[src/rtl/mem_req_arbiter.sv]
// Shares one memory port between instruction fetch and load/store, one transaction at a time.
// Load/store has fixed priority; responses are returned as a one-cycle pulse to the owning master.
module mem_req_arbiter (
  input  logic        clock,
  input  logic        reset,

  input  logic        if_req_valid,
  input  logic [63:0] if_req_addr,
  output logic        if_req_ready,
  output logic        if_resp_valid,
  output logic [31:0] if_resp_inst,

  input  logic        ls_req_valid,
  input  logic        ls_req_wen,
  input  logic [63:0] ls_req_addr,
  input  logic [63:0] ls_req_wdata,
  input  logic [7:0]  ls_req_wstrb,
  output logic        ls_req_ready,
  output logic        ls_resp_valid,
  output logic [63:0] ls_resp_rdata,

  output logic        mem_req_valid,
  output logic        mem_req_wen,
  output logic [63:0] mem_req_addr,
  output logic [63:0] mem_req_wdata,
  output logic [7:0]  mem_req_wstrb,
  input  logic        mem_req_ready,
  input  logic        mem_resp_valid,
  input  logic [63:0] mem_resp_rdata,

  output logic        proto_err
);

  typedef enum logic [1:0] {IDLE, ISSUE, WAIT} state_t;

  state_t      r_state;
  logic        r_owner_ls;
  logic        r_wen;
  logic [63:0] r_addr;
  logic [63:0] r_wdata;
  logic [7:0]  r_wstrb;
  logic        r_if_resp_valid;
  logic [31:0] r_if_inst;
  logic        r_ls_resp_valid;
  logic [63:0] r_ls_rdata;
  logic        r_proto_err;

  logic        w_idle;
  logic        w_ls_acc;
  logic        w_if_acc;

  // Ready is gated by reset so nothing is accepted before the first edge with reset released.
  assign w_idle   = (r_state == IDLE) && reset;
  assign w_ls_acc = w_idle && ls_req_valid;
  assign w_if_acc = w_idle && if_req_valid && !ls_req_valid;

  always_ff @(posedge clock or negedge reset) begin
    if (!reset) begin
      r_state         <= IDLE;
      r_owner_ls      <= 1'b0;
      r_wen           <= 1'b0;
      r_addr          <= '0;
      r_wdata         <= '0;
      r_wstrb         <= '0;
      r_if_resp_valid <= 1'b0;
      r_if_inst       <= '0;
      r_ls_resp_valid <= 1'b0;
      r_ls_rdata      <= '0;
      r_proto_err     <= 1'b0;
    end else begin
      r_if_resp_valid <= 1'b0;
      r_ls_resp_valid <= 1'b0;
      if (mem_resp_valid && (r_state != WAIT)) r_proto_err <= 1'b1;

      case (r_state)
        IDLE: begin
          if (w_ls_acc) begin
            r_owner_ls <= 1'b1;
            r_wen      <= ls_req_wen;
            r_addr     <= ls_req_addr;
            r_wdata    <= ls_req_wdata;
            r_wstrb    <= ls_req_wstrb;
            r_state    <= ISSUE;
          end else if (w_if_acc) begin
            r_owner_ls <= 1'b0;
            r_wen      <= 1'b0;
            r_addr     <= if_req_addr;
            r_wdata    <= '0;
            r_wstrb    <= '0;
            r_state    <= ISSUE;
          end
        end
        ISSUE: begin
          if (mem_req_ready) r_state <= WAIT;
        end
        WAIT: begin
          if (mem_resp_valid) begin
            if (r_owner_ls) begin
              r_ls_rdata      <= mem_resp_rdata;
              r_ls_resp_valid <= 1'b1;
            end else begin
              r_if_inst       <= r_addr[2] ? mem_resp_rdata[63:32] : mem_resp_rdata[31:0];
              r_if_resp_valid <= 1'b1;
            end
            r_state <= IDLE;
          end
        end
        default: r_state <= IDLE;
      endcase
    end
  end

  assign ls_req_ready  = w_ls_acc;
  assign if_req_ready  = w_if_acc;

  assign mem_req_valid = (r_state == ISSUE);
  assign mem_req_wen   = r_wen;
  assign mem_req_addr  = r_addr;
  assign mem_req_wdata = r_wdata;
  assign mem_req_wstrb = r_wstrb;

  assign if_resp_valid = r_if_resp_valid;
  assign if_resp_inst  = r_if_inst;
  assign ls_resp_valid = r_ls_resp_valid;
  assign ls_resp_rdata = r_ls_rdata;
  assign proto_err     = r_proto_err;

endmodule

[config.mk]
export PLATFORM = sky130hd
export DESIGN_NAME = mem_req_arbiter
export DESIGN_NICKNAME = d
export VERILOG_FILES = /design/src/rtl/mem_req_arbiter.sv
export SDC_FILE = /design/constraint.sdc
export NUM_CORES = 1
export LEC_CHECK = 0
export ABC_AREA = 1
export BUFFER_PORTS_ARGS = -buffer_cell sky130_fd_sc_hd__buf_2
export CORE_AREA = 4 4 195 197
export CTS_CLUSTER_SIZE = 25
export DETAILED_ROUTE_END_ITERATION = 16
export DIE_AREA = 0 0 199 201
export GPL_ROUTABILITY_DRIVEN = 0
export PLACE_DENSITY = 0.56
export RECOVER_POWER = 50
export SYNTH_ARGS = -nofsm -noshare
export SYNTH_HDL_FRONTEND = slang
export SYNTH_SLANG_ARGS = --single-unit
[constraint.sdc]
create_clock -name clock -period 2.5 [get_ports clock]
set_input_delay 0.375 -clock clock [delete_from_list [all_inputs] [get_ports clock]]
set_output_delay 0.375 -clock clock [all_outputs]
set_load 0.005 [all_outputs]
==> impl_results.html <==
<table>
<tr><th>Metric</th><th>Value</th></tr>
<tr><th colspan="2">Run status</th></tr>
<tr><td>Status</td><td>finished clean</td></tr>
<tr><th colspan="2">Clock network</th></tr>
<tr><td>CTS Buf Count</td><td>27</td></tr>
<tr><td>Clock sink total</td><td>about 240</td></tr>
<tr><td>Clock-pin slew on the worst setup and hold paths</td><td>0.06 ns</td></tr>
<tr><td>Post-CTS Setup Inserts</td><td>0</td></tr>
<tr><td>Clock tree root driver cell</td><td>sky130_fd_sc_hd__clkbuf_16</td></tr>
<tr><td>CTS tree</td><td>yes</td></tr>
<tr><td>Maximum buffer depth of the clock tree</td><td>3</td></tr>
<tr><td>H-Tree Depth</td><td>1</td></tr>
<tr><td>Clock latency on the worst-skew pair</td><td>0.55 ns</td></tr>
<tr><td>Number of hold buffers added after cts</td><td>33</td></tr>
<tr><td>Number of gates resized after CTS</td><td>0</td></tr>
<tr><th colspan="2">Floorplanning</th></tr>
<tr><td>Horizontal extent of the die</td><td>between 150 and 200 um</td></tr>
<tr><td>Count of pins on the block boundary</td><td>a little over 500</td></tr>
<tr><td>Die Outline Area</td><td>~40000 um^2</td></tr>
<tr><td>Area of the core region</td><td>roughly 36000 um^2</td></tr>
<tr><td>Row Count</td><td>70</td></tr>
<tr><td>Effective utilization at floorplan</td><td>29.62%</td></tr>
<tr><td>Die boundary height</td><td>~200 um</td></tr>
<tr><th colspan="2">Power and ir drop</th></tr>
<tr><td>Worst vdd ir</td><td>0.0005517 V</td></tr>
<tr><td>Power per cell area</td><td>roughly 1100 nW/um^2</td></tr>
<tr><td>Internal power contribution</td><td>roughly 10 mW</td></tr>
<tr><td>Clock network fraction of total power</td><td>23.7%</td></tr>
<tr><td>Static Leakage</td><td>between 8 and 9 nW</td></tr>
<tr><td>Switch Pwr</td><td>a little over 6 mW</td></tr>
<tr><td>Comb power frac</td><td>35.2%</td></tr>
<tr><td>Portion of total power attributed to sequential cells</td><td>between 40% and 50%</td></tr>
<tr><td>Switching power share of the total</td><td>~37%</td></tr>
<tr><th colspan="2">STA</th></tr>
<tr><td>Max Fclk</td><td>0.4512 GHz</td></tr>
<tr><td>Slew Viols, Final</td><td>0</td></tr>
<tr><td>Unrepaired setup endpoints after global routing</td><td>no</td></tr>
<tr><td>Worst-case headroom to the max-slew limit</td><td>between 15 and 20%</td></tr>
<tr><td>Final period demand of the worst path</td><td>approximately 2.2 ns</td></tr>
<tr><td>Setup violation total in the final timing report</td><td>0</td></tr>
<tr><td>Aggregate negative setup slack</td><td>0 ns</td></tr>
<tr><td>Final clock period utilization by the worst path</td><td>about nine tenths</td></tr>
<tr><td>Clock Skew</td><td>0.01861 ns</td></tr>
<tr><td>Pin slew with the least headroom to its limit</td><td>around 1.2 ns</td></tr>
<tr><td>Hold Worst Slack</td><td>about 0.033 ns</td></tr>
<tr><td>Number of hold violations in the final report</td><td>0</td></tr>
<tr><th colspan="2">Final layout</th></tr>
<tr><td>Multi-input combinational cell area</td><td>between 3000 and 4000 um^2</td></tr>
<tr><td>Combined flip-flop and latch cell area</td><td>approximately 6000 um^2</td></tr>
<tr><td>Number of nets at the end of the flow</td><td>between 2000 and 2500</td></tr>
<tr><td>Proportion of layout cells with a drive suffix above 1</td><td>between 20% and 30%</td></tr>
<tr><td>Fill count</td><td>between 3000 and 4000</td></tr>
<tr><td>Area overhead of the layout relative to synthesis</td><td>37.55%</td></tr>
<tr><th colspan="2">Detailed routing</th></tr>
<tr><td>Remaining antenna violation count after routing</td><td>0</td></tr>
<tr><td>Total wire length</td><td>between 30000 and 40000 um</td></tr>
<tr><td>Vias post-DR</td><td>approximately 11000</td></tr>
<tr><td>TritonRoute pass-1 iters</td><td>4</td></tr>
<tr><td>DRC violations left</td><td>0</td></tr>
<tr><td>Vias per cell</td><td>about 4.5</td></tr>
<tr><td>Starting DRT DRC Count</td><td>approximately 540</td></tr>
<tr><td>Avg WL per Cell</td><td>about 16 um</td></tr>
<tr><th colspan="2">Setup path</th></tr>
<tr><td>Critical Path RT</td><td>2.12 ns</td></tr>
<tr><td>Ordered cell list for the critical path</td><td>dlygate4sd3_1, buf_8, nand3_2, inv_2, buf_2</td></tr>
<tr><td>Critical Setup Path Class</td><td>input pin to output pin</td></tr>
<tr><td>Critical Path Sink Type</td><td>output pin</td></tr>
<tr><td>Critical-path cell with the highest stage delay</td><td>sky130_fd_sc_hd__dlygate4sd3_1</td></tr>
<tr><td>Slowest cell delay on critical path</td><td>roughly 0.57 ns</td></tr>
<tr><td>Arrival time reported for the critical path endpoint</td><td>between 1.5 and 2 ns</td></tr>
<tr><td>R2R depth</td><td>5</td></tr>
<tr><td>Worst Path Max Fanout</td><td>14</td></tr>
<tr><td>Worst Setup Start Kind</td><td>input pin</td></tr>
<tr><th colspan="2">Synthesis</th></tr>
<tr><td>Warning count from the yosys run</td><td>0</td></tr>
<tr><td>Post-synth cell types</td><td>18</td></tr>
<tr><td>Proportion of synthesized area in mux cells</td><td>0%</td></tr>
<tr><td>Area share of and/or/nand/nor cells after synthesis</td><td>between 20 and 30%</td></tr>
<tr><td>Parity-gate share of the synthesized area counting xor and xnor cells</td><td>0%</td></tr>
<tr><td>Largest family of logic cells by synthesized area</td><td>simple AND/OR/NAND/NOR gates</td></tr>
<tr><td>Number of synthesized register bits</td><td>between 200 and 250</td></tr>
<tr><td>Post-Synthesis Cells</td><td>roughly 1400</td></tr>
<tr><td>Seq/Total Area, Yosys</td><td>~56%</td></tr>
<tr><td>Post-Syn Area per Cell</td><td>between 7 and 8 um^2</td></tr>
<tr><td>Share of synthesized cell area in full adder, half adder and majority cells</td><td>0%</td></tr>
<tr><td>Compound-cell area share of the yosys netlist</td><td>4.637%</td></tr>
<tr><td>Cell area after technology mapping</td><td>between 10000 and 15000 um^2</td></tr>
<tr><td>Post-synth net total</td><td>~1600</td></tr>
<tr><th colspan="2">Min path</th></tr>
<tr><td>Class of the tightest hold or removal check</td><td>input pin to register</td></tr>
<tr><td>Number of stages on the worst hold path</td><td>3</td></tr>
<tr><th colspan="2">Global routing</th></tr>
<tr><td>Number of global-route vias before repair</td><td>~10000</td></tr>
<tr><td>Initial antenna violation count</td><td>3</td></tr>
<tr><td>Maximum number of pins on one net before global-route repair</td><td>approximately 130</td></tr>
<tr><td>Global-route wire length before repair</td><td>58720 um</td></tr>
<tr><td>Gr ovfl total</td><td>0</td></tr>
<tr><td>Gr usage total</td><td>a little under a fifth</td></tr>
<tr><th colspan="2">Job</th></tr>
<tr><td>Max-cap violation count</td><td>0</td></tr>
<tr><th colspan="2">Place</th></tr>
<tr><td>Count of buffers inserted at the top-level ports</td><td>between 500 and 600</td></tr>
<tr><td>Sum of net half-perimeters after detailed placement</td><td>around 28000 um</td></tr>
</table>
[layer usage]
metal | wire length (um) | up-vias | track usage, %
met2 | 17840 | 443 | 29.97
li1 | - | 5180 | -
met4 | 984 | 0 | 5.569
met1 | 15880 | 4836 | 23.56
met3 | 3213 | 58 | 4.666
met5 | 0 | - | 0
[cells in the mapped netlist]
library cell,n,area share (%)
sky130_fd_sc_hd__nand3_2,1,0.093
sky130_fd_sc_hd__nand4_1,64,3.7
sky130_fd_sc_hd__dfrtp_1,239,56
sky130_fd_sc_hd__o21ai_1,2,0.093
sky130_fd_sc_hd__buf_6,9,0.94
sky130_fd_sc_hd__buf_4,8,0.56
sky130_fd_sc_hd__o21bai_1,1,0.070
sky130_fd_sc_hd__nor2_2,1,0.058
sky130_fd_sc_hd__nor3_1,1,0.047
sky130_fd_sc_hd__clkbuf_1,20,0.70
sky130_fd_sc_hd__nand3_1,66,3.1
sky130_fd_sc_hd__buf_2,41,1.9
sky130_fd_sc_hd__o21ai_0,96,4.5
sky130_fd_sc_hd__nor2_1,1,0.035
sky130_fd_sc_hd__nand2_1,609,21
sky130_fd_sc_hd__buf_1,7,0.24
sky130_fd_sc_hd__inv_1,199,7.0
sky130_fd_sc_hd__inv_2,1,0.035
[logic make-up after synthesis]
group / Yosys count
and+or+nand+nor: 743
buffers and inverters: 285
AOI/OAI and AO/OA: 99
DFF: 239
[placed cells by master, fill, tap and decap left out]
cell,n
sky130_fd_sc_hd__dfrtp_2,1
sky130_fd_sc_hd__nand3_1,65
sky130_fd_sc_hd__nor2_4,1
sky130_fd_sc_hd__clkbuf_8,11
sky130_fd_sc_hd__buf_4,11
sky130_fd_sc_hd__dfrtp_1,238
sky130_fd_sc_hd__inv_1,198
sky130_fd_sc_hd__buf_1,1
sky130_fd_sc_hd__nand2_2,1
sky130_fd_sc_hd__diode_2,3
sky130_fd_sc_hd__nand3_4,1
sky130_fd_sc_hd__buf_6,1
sky130_fd_sc_hd__inv_2,1
sky130_fd_sc_hd__nand4_1,64
sky130_fd_sc_hd__clkbuf_2,1
sky130_fd_sc_hd__buf_2,436
sky130_fd_sc_hd__nor2_1,1
sky130_fd_sc_hd__buf_8,1
sky130_fd_sc_hd__inv_6,1
sky130_fd_sc_hd__o21bai_1,1
sky130_fd_sc_hd__o21ai_0,97
sky130_fd_sc_hd__inv_4,1
sky130_fd_sc_hd__nand3_2,1
sky130_fd_sc_hd__dlygate4sd3_1,33
sky130_fd_sc_hd__o21ai_1,1
sky130_fd_sc_hd__nor3_2,1
sky130_fd_sc_hd__nand2_1,608
sky130_fd_sc_hd__buf_12,5
sky130_fd_sc_hd__clkbuf_16,27
sky130_fd_sc_hd__clkbuf_1,78
sky130_fd_sc_hd__clkinv_2,4
[registers in the layout, summed over array words and instances (netlist names), 2 cells and up]
name and cells:
mem_req_wdata 64, mem_req_wstrb 8, if_resp_inst 32, r_state 2, mem_req_addr 64, ls_resp_rdata 64
[per-stage QoR]
| stage | util [%] | setup slack [ns] | cells | power, mW | area (um^2) |
|---|---|---|---|---|---|
| after floorplan | - | 1.164 | 1366 | 9.535 | 10740 |
| after global placement | 37.75 | 0.7076 | 2279 | 12.68 | 13690 |
| after detailed placement | 37.75 | 0.6819 | 2279 | 12.76 | 13690 |
| after CTS | 41.06 | 0.2480 | 2359 | 16.83 | 14890 |
| after global routing | 40.72 | 0.1255 | 2360 | 17.77 | 14770 |
| final | 40.74 | 0.2839 | 2362 | 16.42 | 14770 |
[power by group through the flow]
stage	Clock, mW	Sequential [mW]	Combinational (mW)
after floorplan	0	6.76	2.78
after global placement	0	6.74	5.94
after detailed placement	0	6.73	6.03
after CTS	4.04	6.71	6.08
after global routing	4.20	6.97	6.60
final	3.90	6.74	5.79
[cell type report]
| type | instances | share of cell area [%] |
|---|---|---|
| Clock buffer | 42 | 5.700 |
| Inverter | 200 | 5.099 |
| Sequential cell | 239 | 40.50 |
| Timing Repair Buffer | 563 | 20.36 |
| Multi-Input combinational cell | 842 | 24.13 |
| Antenna cell | 3 | 0.05082 |
| Clock inverter | 5 | 0.1948 |
| Tap cell | 468 | 3.964 |
[worst max-delay path: cells and delay by family]
kind / cells / cell delay, ns
buf+inv: 4 / 1.29
simple gates: 1 / 0.14
[final timing paths]
| check | endpoint | slack, ns | startpoint |
|---|---|---|---|
| max | ls_req_ready | 0.28 | reset |
| min | mem_req_wdata[23] | 0.03 | ls_req_wdata[23] |
| max reg2reg | if_resp_inst[18] | 0.44 | r_state[0] |
| min reg2reg | mem_req_wstrb[1] | 0.47 | mem_req_wstrb[1] |
| max in group asynchronous | mem_req_addr[2] | 0.71 | reset |
| min in group asynchronous | mem_req_addr[23] | 0.26 | reset |
(Power assumes the default switching activity.)
